==> src/rtl/bin2bcd_seq.sv <==
`default_nettype none
// ============================================================================
// Module   : bin2bcd_seq
// Purpose  : Sequential shift-and-add-3 binary-to-BCD converter, one bit per
//            clock, start/busy/done handshake, saturating overflow.
//            Optional leading-zero blank mask: define LEADING_ZERO_BLANK_EN.
// Revision : 1.0 - initial release
// ============================================================================
module bin2bcd_seq #(
  parameter int BIN_W  = 27,
  parameter int DIGITS = 8
) (
  input  logic                  CLK100MHZ,
  input  logic                  reset,
  input  logic                  start,
  input  logic [BIN_W-1:0]      bin,
  output logic                  busy,
  output logic                  done,
  output logic [4*DIGITS-1:0]   bcd,
  output logic                  ovf,
  output logic [DIGITS-1:0]     blank
);

  localparam int CNT_W = $clog2(BIN_W + 1);
  localparam logic [CNT_W-1:0] CNT_LOAD = CNT_W'(BIN_W);
  localparam logic [CNT_W-1:0] CNT_ONE  = CNT_W'(1);
  localparam logic [4*DIGITS-1:0] ALL_NINES = {DIGITS{4'h9}};

  function automatic logic [63:0] pow10(input int n);
    logic [63:0] p;
    p = 64'd1;
    for (int k = 0; k < n; k++) p = p * 64'd10;
    return p;
  endfunction

  localparam logic [63:0] MAX_VAL = pow10(DIGITS) - 64'd1;

  typedef enum logic [0:0] {IDLE = 1'b0, SHIFT = 1'b1} state_t;

  state_t               state, state_next;
  logic [BIN_W-1:0]     binreg;
  logic [4*DIGITS-1:0]  scratch;
  logic [4*DIGITS-1:0]  shifted;
  logic [CNT_W-1:0]     cnt;
  logic                 ovf_flag;
  logic                 ovf_cap;
  logic                 load;
  logic                 last;
  logic [3:0]           digit;
  logic                 carry;

  assign ovf_cap = ({{(64-BIN_W){1'b0}}, bin} > MAX_VAL);
  assign load    = (state == IDLE) && start;
  assign last    = (state == SHIFT) && (cnt == CNT_ONE);

  always_comb begin
    state_next = state;
    case (state)
      IDLE:    if (start) state_next = SHIFT;
      SHIFT:   if (cnt == CNT_ONE) state_next = IDLE;
      default: state_next = IDLE;
    endcase
  end

  always_ff @(posedge CLK100MHZ or negedge reset) begin
    if (!reset) state <= IDLE;
    else        state <= state_next;
  end

  // Per-digit add-3 then a one-bit left shift; each digit's old MSB carries
  // into the next digit's LSB, the binary MSB feeds digit 0.
  always_comb begin
    shifted = '0;
    digit   = '0;
    carry   = binreg[BIN_W-1];
    for (int i = 0; i < DIGITS; i++) begin
      digit = (scratch[4*i +: 4] >= 4'd5) ? scratch[4*i +: 4] + 4'd3
                                          : scratch[4*i +: 4];
      shifted[4*i +: 4] = {digit[2:0], carry};
      carry = digit[3];
    end
  end

  always_ff @(posedge CLK100MHZ or negedge reset) begin
    if (!reset) begin
      binreg   <= '0;
      scratch  <= '0;
      cnt      <= '0;
      ovf_flag <= 1'b0;
      busy     <= 1'b0;
      done     <= 1'b0;
      bcd      <= '0;
      ovf      <= 1'b0;
    end else begin
      done <= 1'b0;
      if (load) begin
        binreg   <= bin;
        scratch  <= '0;
        cnt      <= CNT_LOAD;
        ovf_flag <= ovf_cap;
        busy     <= 1'b1;
      end else if (state == SHIFT) begin
        scratch <= shifted;
        binreg  <= {binreg[BIN_W-2:0], 1'b0};
        cnt     <= cnt - CNT_ONE;
        if (last) begin
          bcd  <= ovf_flag ? ALL_NINES : shifted;
          ovf  <= ovf_flag;
          done <= 1'b1;
          busy <= 1'b0;
        end
      end
    end
  end

`ifdef LEADING_ZERO_BLANK_EN
  logic [DIGITS-1:0] blank_next;
  logic              zero_run;

  // Digit 0 is never blanked so a zero value still shows one "0".
  always_comb begin
    blank_next = '0;
    zero_run   = 1'b1;
    for (int i = DIGITS - 1; i > 0; i--) begin
      zero_run      = zero_run && (shifted[4*i +: 4] == 4'd0);
      blank_next[i] = zero_run;
    end
  end

  always_ff @(posedge CLK100MHZ or negedge reset) begin
    if (!reset)    blank <= '0;
    else if (last) blank <= ovf_flag ? '0 : blank_next;
  end
`else
  assign blank = '0;
`endif

endmodule
`default_nettype wire

==> config.mk <==
export PLATFORM = sky130hd
export DESIGN_NAME = bin2bcd_seq
export DESIGN_NICKNAME = d
export VERILOG_FILES = /design/src/rtl/bin2bcd_seq.sv
export SDC_FILE = /design/constraint.sdc
export NUM_CORES = 1
export LEC_CHECK = 0
export ABC_CLOCK_PERIOD_IN_PS = 1800
export BUFFER_PORTS_ARGS = -buffer_cell sky130_fd_sc_hd__buf_2
export CAP_MARGIN = 20
export CORE_ASPECT_RATIO = 0.7
export CORE_MARGIN = 3
export CORE_UTILIZATION = 52
export DETAILED_ROUTE_END_ITERATION = 12
export PLACE_DENSITY = 0.74
export SYNTH_ARGS = -nofsm -noshare
export SYNTH_HDL_FRONTEND = slang
export SYNTH_SLANG_ARGS = --single-unit
export TNS_END_PERCENT = 10
==> constraint.sdc <==
create_clock -name CLK100MHZ -period 1.8 [get_ports CLK100MHZ]
set_input_delay 0.09 -clock CLK100MHZ [delete_from_list [all_inputs] [get_ports CLK100MHZ]]
set_output_delay 0.09 -clock CLK100MHZ [all_outputs]
set_load 0.02 [all_outputs]
# [Yosys cells after proc, flatten, opt, wreduce, memory -nomap -nowiden]
# Cells that the tools add are included.
[totals] output_inout_bits=43 ram_bits=0 latchBits=0 input_bits=30 wordCells=60 memories=0 mem_bits_ro=0 regBits=101
[op_classes] shift=0 order_cmp=9 muxes=24 bitwise_logic=2 n_div=0 add_sub_neg=9 n_eq_ne=1 n_mul=0 n_reduce_logical=6
[op_table] cell="2-to-1 mux 32 bit" n=3
[op_table] cell="2-to-1 mux 27 bit" n=2
[op_table] cell=">= comparator 4 x 3 -> 1 bit, second input constant" n=8
[op_table] cell="adder 4 x 2 -> 4 bit, second input constant" n=7
[op_table] cell="2-to-1 mux 4 bit" n=7
[op_table] cell="greater-than comparator 27 bit, second input constant" n=1
[op_table] cell="2-to-1 mux 5 bit" n=2
[op_table] cell="2-to-1 mux 1 bit" n=8
[op_table] cell="equality test 5 x 1 -> 1 bit, second input constant" n=1
[op_table] cell="subtractor 5 x 1 -> 5 bit, second input constant" n=1
[op_table] cell="nonzero test 2 bit" n=2
[op_table] cell="adder 3 x 2 -> 3 bit, second input constant" n=1
[op_table] cell="2-to-1 mux 3 bit" n=1
[op_table] cell="AND reduction 3 bit" n=1
[op_table] cell="logical AND 1 bit" n=2
[op_table] cell="NOT 1 bit" n=2
[op_table] cell="case mux 1 bit (2 select lines)" n=1
[op_table] cell="AND reduction 2 bit" n=1

# [Logic depth before layout (Yosys ltp)]
[logic_depth] ltp_word=5 ltp_mapped=8 mapped_depth_nobuf=6

# [Worst setup path before layout]
# No wires, ideal clock.
[synth_path] path_type="register to register" from="register scratch[12]" to="register bcd[14]" setup_time_ns=0.066 period_less_slack_ns=1.399 n_path_buf=0 t_required_ns=1.734 t_arrival_ns=1.333 path_slack_ns=0.401 path_stages_with_launch=6 path_cell_list="dfrtp_1 ha_1 nand2b_1 a21oi_1 mux2i_1 a22o_1"
[synth_between] elab_chain_cells=3
[synth_rtl] item="start: declaration" line="42" source="logic [4*DIGITS-1:0] scratch;"
[synth_rtl] item="start signal: assignment" line="103" source="scratch <= shifted;"
[synth_rtl] item="adder 4 x 2 -> 4 bit / >= comparator 4 x 3 -> 1 bit (equally long branches)" line="77" source="digit = (scratch[4*i +: 4] >= 4'd5) ? scratch[4*i +: 4] + 4'd3"
[synth_rtl] item="2-to-1 mux 4 bit (*)" line="77"
[synth_rtl] item="2-to-1 mux 32 bit (*)" line="107" source="bcd <= ovf_flag ? ALL_NINES : shifted;"
[synth_rtl] item="end signal: assignment" line="107"
[synth_rtl] item="end: declaration" line="19" source="output logic [4*DIGITS-1:0] bcd,"
# Every way passes the cells marked *; elsewhere a longest branch is shown, timed or not.
# A chain may end at the register's enable or synchronous reset.

# [Worst setup path in the final report]
[layout_path] from="register scratch[1]" to="register bcd[2]"
# The elaborated chain is that of the path after synthesis.

==> flow_summary.toml <==
[clock_tree]
cts_buffers = 9
cts_resized = 0
cts.sinks = 101
cts.clk_slew.worst_paths_ns = 0.07
worstSkewPairLatency_ns = 0.35
cts_tree = "built"
ctsRootBufferMaster = "clkbuf_16"
cts_setup_buffers = 0
cts_max_path_buffers = 2
htree_levels = 3

[final_layout]
drive_above_1_share = 0.1874
area_growth_pct = 14.71
num_antenna_cells = 0
design_area_um2 = 5758
nNetsFinal = 599

[global_route]
grt_antenna_before_repair = 0
grtUsageTotal = 0.2177
grt_max_degree = 48
overflow = 0
grt_pass1_wl_mm = 18.28
grt_pass1_vias = 3650

[worst_setup_path]
critPathLaunchType = "register"
cp_max_fo = 4
cp-end-kind = "register"
r2r_end = "bcd[2]"
r2r_slack_ns = 0.15
cp_data_arrival_time_ns = 1.93
r2r_start = "scratch[1]"
reg2reg_depth = 6
cp.required_ns = 2.08
crit_type = "register to register"
endpoint = "bcd[2]"
cp-startpoint = "scratch[1]"

[detailed_routing]
vias_per_cell = 5.576
drcViolationCount = 0
drt-total-wl_mm = 11.18
drt_iter0_markers = 267
wl_per_cell_um = 16.47
antenna_left = 0
vias = 3786
first_pass_iters = 5

[power]
p_sw_frac = 0.3990
peakVddDrop_uv = 951.2
intPower_w = 0.006362
power.switching_w = 0.004223
pwr-share-comb = 0.443
power_density_nw_per_um2 = 1838
power_frac_seq = 0.383
leakage_nw = 2.873
power.share.clock = 0.174

[die]
core_area_um2 = 9216
dieArea_um2 = 10890
initial_utilization = 0.5447
ioPinCount = 73
dieWidth_um = 123.4
die_y_um = 88.21
rows = 29

[job]
maxCapViolations = 0

[synthesis]
seq_area_frac_synth = 0.5035
synth_warnings = 0
syn_inst = 489
synth_most_common_cell = "dfrtp_1"
ys_top_cells_by_count = "101 x dfrtp_1, 44 x o21ai_0, 42 x nand2_1"
ys.flop_type = "dfrtp_1"
avgSynthCellArea_um2 = 10.27
ys_types = 38
synthArstFlopShare = 1.000
yosys-top-cells-area = "dfrtp_1 50%, mux2i_1 7.0%, ha_1 4.5%"
synth_top_area_frac = 0.5035
synth-edff-count = 0
syn_area_um2 = 5020
synth_top_cell_by_area = "dfrtp_1"
ys_ff_latch = 101

[timing]
rsz0062_at_grt = "no"
slew_headroom = 0.6318
finalCriticalPeriod_ns = 1.648
slew_viol_final = 0
layout_setup_ws_ns = 0.1519
clock_skew_ns = 0.005866
max_freq_ghz = 0.6068
tightest_slew_ns = 0.5518
hold_viol = 0
fin_setup_tns_ns = 0
fin_crit_sh = 0.9156
finalSetupViolations = 0

[place]
post-place-ws_ns = 0.1804
port_buffers = 64
gp_congestion = 0.8237
dpl-instance-area_um2 = 5459
hpwl_mm = 7.695

[outcome]
status = "complete, no violations"

[worst_hold_path]
hp-class = "primary input to register"
[worst max-delay path, stage by stage, from the launching register on]
cell and delay (ns):
dfrtp_1 0.39, inv_1 0.14, ha_1 0.24, nand2b_1 0.09, a21oi_1 0.25, mux2i_1 0.30, a22o_1 0.18
[cell families (layout without fill, tap and decap cells)]
kind of cell | Yosys count | in the layout | share of synthesized area
AO/OA/AOI/OAI | 139 | 139 | 0.1792
AND/OR/NAND/NOR | 128 | 128 | 0.1244
flip-flops | 101 | 101 | 0.5035
buffers and inverters | 57 | 116 | 0.06007
multiplexers | 35 | 35 | 0.06979
adder cells (fa/ha/maj) | 18 | 18 | 0.04487
XOR/XNOR | 10 | 10 | 0.01745
other | 1 | 8 | 0.0007470
[worst min-delay path by stage]
stage	endpoint	slack, ns	from	depth (start not counted)
4_1_cts	binreg[4]	0.03	bin[4]	3
6_report	binreg[5]	0.02	bin[5]	3
2_1_floorplan	bcd[0]	-0.21	reset	0
3_3_place_gp	scratch[29]	0.1	reset	1
3_5_place_dp	bcd[31]	0.1	reset	1
5_1_grt	binreg[6]	0.03	bin[6]	3
[stage by stage]
| stage | utilization | power, W | std cells | hold WS [ns] |
|---|---|---|---|---|
| 2_1_floorplan | - | 0.007512 | 496 | -0.2056 |
| 3_3_place_gp | 0.5923 | 0.008529 | 662 | 0.09618 |
| 3_5_place_dp | 0.5923 | 0.008754 | 662 | 0.09968 |
| 4_1_cts | 0.6248 | 0.01064 | 679 | 0.02598 |
| 5_1_grt | 0.6248 | 0.01141 | 679 | 0.03327 |
| 6_report | 0.6248 | 0.01059 | 679 | 0.02483 |
[cell type report]
cell class                 count  area [um2]
clock buffer                  14       274.0
clock inverter                 1       5.005
fill                         778        3458
inverter                      22       87.58
multi-input combinational    338        2217
sequential                   101        2529
tap                          124       155.1
timing repair buffer          79       490.5
[layer usage]
metal  up-vias  global-route usage  routed length, um
met2        83              0.3383               5246
met4         0             0.05126                 44
met1      1875              0.3079               5288
met3         4             0.05875                605
met5         -                   0                  0
li1       1824                   -                  -
[flip-flops by register name (all words and copies together) (netlist names)]
signal	count
bcd	32
scratch	32
binreg	27
cnt	5
busy	1
done	1
ovf	1
ovf_flag	1
state	1
[cells in the final DEF (no fill, tap or decap), drive strengths merged, types with 2 or more instances in the layout]
cell           n
a21o          23
a21oi         36
a22o          17
a31oi          8
a32o           7
and3           9
buf           77
clkbuf        14
conb           8
dfrtp        101
dlygate4sd3    2
ha            18
inv           22
mux2i         35
nand2         42
nand2b         8
nand3          9
nand4          3
nor2          31
nor3          15
nor3b          8
o21ai         44
xnor2          9
[power groups by stage]
stage | Sequential, W | Combinational [W] | Clock, W
5_1_grt | 0.00417 | 0.00524 | 0.00200
6_report | 0.00405 | 0.00469 | 0.00185
2_1_floorplan | 0.00433 | 0.00318 | 0
4_1_cts | 0.00404 | 0.00472 | 0.00188
3_5_place_dp | 0.00407 | 0.00468 | 0
3_3_place_gp | 0.00401 | 0.00452 | 0
[timing repair]
action,CTS,global route
hold endpoints to repair,36,0
hold buffers,2,0
endpoints found under the setup margin,0,0
Power figures use the tool's default switching activity.
